[src/rtl/switch_debouncer.sv]
`default_nettype none
// ============================================================================
// Module   : switch_debouncer
// Brief    : Synchronises and debounces N raw slide switches and emits a
//            one-cycle change pulse on every accepted level change.
// Revision : 1.0 - initial release
// ============================================================================
module switch_debouncer #(
    parameter int N             = 10,
    parameter int SYNC_STAGES   = 2,
    parameter int STABLE_CYCLES = 500000
) (
    input  logic         clk,
    input  logic         reset,
    input  logic [N-1:0] sw_raw,
    output logic [N-1:0] switches,
    output logic [N-1:0] sw_changed
);

    localparam int                 C_CNT_W    = $clog2(STABLE_CYCLES + 1);
    localparam logic [C_CNT_W-1:0] C_CNT_LAST = C_CNT_W'(STABLE_CYCLES - 1);
    localparam logic [C_CNT_W-1:0] C_CNT_ONE  = C_CNT_W'(1);

    for (genvar i = 0; i < N; i++) begin : g_bit
        logic [SYNC_STAGES-1:0] r_sync;
        logic [C_CNT_W-1:0]     r_cnt;
        logic                   r_level;
        logic                   r_pulse;
        logic                   w_sync;
        logic                   w_differs;
        logic                   w_expired;

        assign w_sync    = r_sync[SYNC_STAGES-1];
        assign w_differs = w_sync ^ r_level;
        assign w_expired = (r_cnt == C_CNT_LAST);

        // The count only advances while the synchronised level disagrees with
        // the accepted level, so any return to the old level restarts it.
        always_ff @(posedge clk) begin
            if (reset) begin
                r_sync  <= '0;
                r_cnt   <= '0;
                r_level <= 1'b0;
                r_pulse <= 1'b0;
            end else begin
                r_sync  <= {r_sync[SYNC_STAGES-2:0], sw_raw[i]};
                r_pulse <= 1'b0;
                if (!w_differs) begin
                    r_cnt <= '0;
                end else if (w_expired) begin
                    r_level <= w_sync;
                    r_pulse <= 1'b1;
                    r_cnt   <= '0;
                end else begin
                    r_cnt <= r_cnt + C_CNT_ONE;
                end
            end
        end

        assign switches[i]   = r_level;
        assign sw_changed[i] = r_pulse;
    end

endmodule
`default_nettype wire
[config.mk]
export PLATFORM = sky130hd
export DESIGN_NAME = switch_debouncer
export DESIGN_NICKNAME = d
export VERILOG_FILES = /design/src/rtl/switch_debouncer.sv
export SDC_FILE = /design/constraint.sdc
export NUM_CORES = 1
export LEC_CHECK = 0
export ABC_CLOCK_PERIOD_IN_PS = 2700
export CAP_MARGIN = 20
export CELL_PAD_IN_SITES_DETAIL_PLACEMENT = 0
export CELL_PAD_IN_SITES_GLOBAL_PLACEMENT = 1
export CORE_MARGIN = 2
export CORE_UTILIZATION = 47
export DETAILED_ROUTE_END_ITERATION = 8
export GPL_ROUTABILITY_DRIVEN = 0
export GPL_TIMING_DRIVEN = 0
export HOLD_SLACK_MARGIN = 0.03
export PLACE_DENSITY_LB_ADDON = 0.1
export SYNTH_ARGS = -nofsm -noshare
export SYNTH_HDL_FRONTEND = slang
export SYNTH_SLANG_ARGS = --single-unit
[constraint.sdc]
create_clock -name clk -period 2.7 [get_ports clk]
set_input_delay 0.54 -clock clk [delete_from_list [all_inputs] [get_ports clk]]
set_output_delay 0.54 -clock clk [all_outputs]
set_load 0.005 [all_outputs]
==> flow_metrics.env <==
export IMPL_area_delta_synth_final_pct=14.35
export IMPL_worstPathMaxFanout=10
export IMPL_htreeDepth=1
export IMPL_avgRoutedWirePerCell_um=12.94
export IMPL_synth_top_cell_by_area="dfxtp_1"
export IMPL_fin_crit_ps=2416
export IMPL_syn_area_mm2=0.01006
export IMPL_antenna_found_initial=0
export IMPL_syn_nets=1167
export IMPL_numPortBuffers=31
export IMPL_route_detailed_drc=0
export IMPL_root_buffer="clkbuf_16"
export IMPL_tightest_slew_ps=852.3
export IMPL_swShare_pct=20.14
export IMPL_worst_setup_path_end_kind="flop"
export IMPL_rows=53
export IMPL_drive_above_1_share_pct=6.240
export IMPL_holdPathEnd="g_bit[6].r_sync[1]"
export IMPL_max_stage_delay_ps=610
export IMPL_fp_dieArea_mm2=0.02260
export IMPL_grt_pass1_wl_um=33040
export IMPL_status="completed"
export IMPL_clock_latency_ps=510
export IMPL_ys_seq_area_share_pct=45.75
export IMPL_yosysWarnings=0
export IMPL_p_switching_w=0.001361
export IMPL_rsz0062_at_grt="no"
export IMPL_cts_tree="done"
export IMPL_ys_seq_elements=230
export IMPL_wl_um=19320
export IMPL_antenna_left=0
export IMPL_fin_util_pct=54.75
export IMPL_drv_cap=0
export IMPL_fmax_ghz=0.4138
export IMPL_cp_top_family="buffers and inverters"
export IMPL_setup_viol=0
export IMPL_finalPower_w=0.006758
export IMPL_regToRegEndpoint="g_bit[9].r_cnt[10]"
export IMPL_crit_top_cell="clkbuf_1"
export IMPL_antennaDiodeCount=0
export IMPL_grt_max_degree=13
export IMPL_p_comb_share_pct=1.3
export IMPL_synth_area_top_cells="dfxtp_1 46%, nor2_1 5.8%, xor2_1 5.7%"
export IMPL_initial_core_util_pct=47.88
export IMPL_cts_buffers=25
export IMPL_reg2reg_depth=7
export IMPL_die_h_um=150.3
export IMPL_hold_path_depth=1
export IMPL_drt_pass1_iter_count=4
export IMPL_fin_area_mm2=0.01151
export IMPL_syn_area_per_cell_um2=8.790
export IMPL_syn_inst=1145
export IMPL_core_area_mm2=0.02102
export IMPL_holdCritPathClass="reg -> reg"
export IMPL_multi_input_area_mm2=0.005071
export IMPL_hold_viol=0
export IMPL_reg2reg_from="g_bit[9].r_cnt[0]"
export IMPL_fin_crit_sh_pct=89.50
export IMPL_cp_start_kind="flop"
export IMPL_worst_path_buf_inv=2
export IMPL_ys_types=42
export IMPL_dpl_hpwl_um=13380
export IMPL_clk_pin_slew_ps=60
export IMPL_synth_top_area_share_pct=45.75
export IMPL_r2r_slack_ps=280
export IMPL_drtIter0Drc=284
export IMPL_finalNetCount=1225
export IMPL_cp_slowest_cell="o21ai_1"
export IMPL_grt_ovfl_total=0
export IMPL_ir_drop_mv=0.3953
export IMPL_cts_max_path_buffers=3
export IMPL_cts_sink_count=230
export IMPL_die_width_um=150.3
export IMPL_design_portCount=32
export IMPL_layout_area_seq_mm2=0.004604
export IMPL_slew_headroom_pct=43.18
export IMPL_min_from="g_bit[6].r_sync[0]"
export IMPL_synthArstFlopShare_pct=0
export IMPL_grt_pass1_vias=7152
export IMPL_num_vias=7867
export IMPL_pwr_share_seq_pct=50.6
export IMPL_required_ps=3080
export IMPL_post_cts_buffers=0
export IMPL_pwr_share_clk_pct=48.0
export IMPL_grtUsageTotal_pct=17.32
export IMPL_finalMaxSlewViolations=0
export IMPL_via_per_inst=5.269
export IMPL_power_leakage_nw=3.522
export IMPL_setup_worst_path_class="reg -> reg"
export IMPL_dpl_instance_area_mm2=0.01072
export IMPL_internal_power_w=0.005397
export IMPL_synthFlopType="dfxtp_1"
export IMPL_cp_cell_sequence="ha_1 -> and4_1 -> clkbuf_1 -> nand4_1 -> o21ai_1 -> clkbuf_1 -> nor2_1"
export IMPL_finClkSkew_ps=10.23
export IMPL_nFillCells=1912
export IMPL_arrival_ps=2790
export IMPL_synth_edf_count=0
export IMPL_power_density_mw_per_mm2=587.2
## cell usage in the layout (no fill, tap or decap), types with 21 or more instances in the layout
master           count
dfxtp_1            230
nor2_1             155
nand2_1             67
xor2_1              66
nand3_1             64
xnor2_1             63
a21oi_1             60
nand4_1             50
or3_1               41
o21ai_0             37
clkbuf_1            33
clkdlybuf4s50_1     31
inv_1               29
or4_1               27
nor4_1              26
and4_1              25
clkbuf_16           25
buf_4               23
o31ai_1             22
nor2b_1             21
nor3_1              21
## routing by layer
metal | wire length, µm | global-route usage [%] | up-vias
met4 | 329 | 3.491 | 0
met5 | 0 | 0 | -
li1 | - | - | 4161
met1 | 9700 | 23.73 | 3610
met3 | 528 | 2.939 | 30
met2 | 8758 | 28.84 | 66
## power by group through the flow
stage / clock network, W / logic, W / registers (W)
after floorplan: 0 / 0.0000497 / 0.00349
after detailed placement: 0 / 0.0000912 / 0.00350
after CTS: 0.00335 / 0.0000915 / 0.00342
after global routing: 0.00350 / 0.0000998 / 0.00342
final: 0.00325 / 0.0000888 / 0.00342
after global placement: 0 / 0.0000910 / 0.00350
## worst reg2reg max path, cell delays in order, from the launching register on
cell and delay (ps):
dfxtp_1 350, ha_1 200, and4_1 200, clkbuf_1 250, nand4_1 180, o21ai_1 610, clkbuf_1 410, nor2_1 90
## state kept, by name, summed over array words and instances (netlist names)
name / cells
g_bit.r_pulse: 10
g_bit.r_cnt: 190
g_bit.r_sync: 20
g_bit.r_level: 10
## cell usage after synthesis, types with 2 or more instances
library cell / n
dfxtp_1: 230
nor2_1: 155
nand2_1: 67
xor2_1: 66
nand3_1: 64
xnor2_1: 63
a21oi_1: 60
nand4_1: 50
or3_1: 41
o21ai_0: 37
inv_1: 29
clkbuf_1: 28
or4_1: 27
nor4_1: 26
and4_1: 25
buf_4: 23
o31ai_1: 22
nor2b_1: 21
nor3_1: 21
and3_1: 17
and2_1: 10
ha_1: 10
nor4b_1: 10
nand2b_1: 7
nor4bb_1: 6
o21bai_1: 4
or2_2: 4
buf_2: 2
nand3b_1: 2
nor3b_1: 2
o21ai_1: 2
o21bai_4: 2
or4_4: 2
or4bb_1: 2
## cell families (layout without fill, tap and decap cells)
| family | after synthesis | count (layout) | synth area share [%] |
|---|---|---|---|
| AND/OR/NAND/NOR | 562 | 562 | 30.17 |
| adder cells (fa/ha/maj) | 10 | 10 | 1.243 |
| XOR/XNOR | 129 | 129 | 11.23 |
| flip-flops | 230 | 230 | 45.75 |
| AO/OA/AOI/OAI | 132 | 132 | 7.671 |
| buffers and inverters | 82 | 155 | 3.941 |
## repair_timing
action / 4_1_cts / 5_1_grt
endpoints found under the setup margin: 0 / 15
hold buffers: 0 / 0
resized for setup: 0 / 4
## final cells by class
class | instances | share of cell area [%]
multi-input cells | 833 | 44.06
flip-flops and latches | 230 | 40.01
clock buffers | 37 | 6.349
well taps | 275 | 2.990
repair buffers | 31 | 2.696
plain buffers | 53 | 2.511
inverters | 29 | 0.9459
clock inverters | 5 | 0.4349
## worst max path at each step
stage                                  from                 end  depth (start not counted)
after global routing      g_bit[9].r_cnt[0]  g_bit[9].r_cnt[11]                          7
after global placement                reset   g_bit[5].r_cnt[9]                          6
after CTS                 g_bit[2].r_cnt[0]   g_bit[2].r_cnt[9]                          7
after floorplan           g_bit[2].r_cnt[0]  g_bit[2].r_cnt[10]                          7
after detailed placement              reset  g_bit[5].r_cnt[14]                          6
final                     g_bit[9].r_cnt[0]  g_bit[9].r_cnt[10]                          7
## through the flow
stage	TNS [ps]	cells	setup WS, ps	hold WS (ps)
3_5_place_dp	-19140	1451	-428.1	423.9
6_report	0	1493	283.5	430.5
2_1_floorplan	0	1145	738.2	413.8
3_3_place_gp	-19920	1451	-443.7	414.5
4_1_cts	0	1493	98.14	437.8
5_1_grt	0	1493	16.82	445.2
Note: power is estimated with default switching activity, not from simulation.
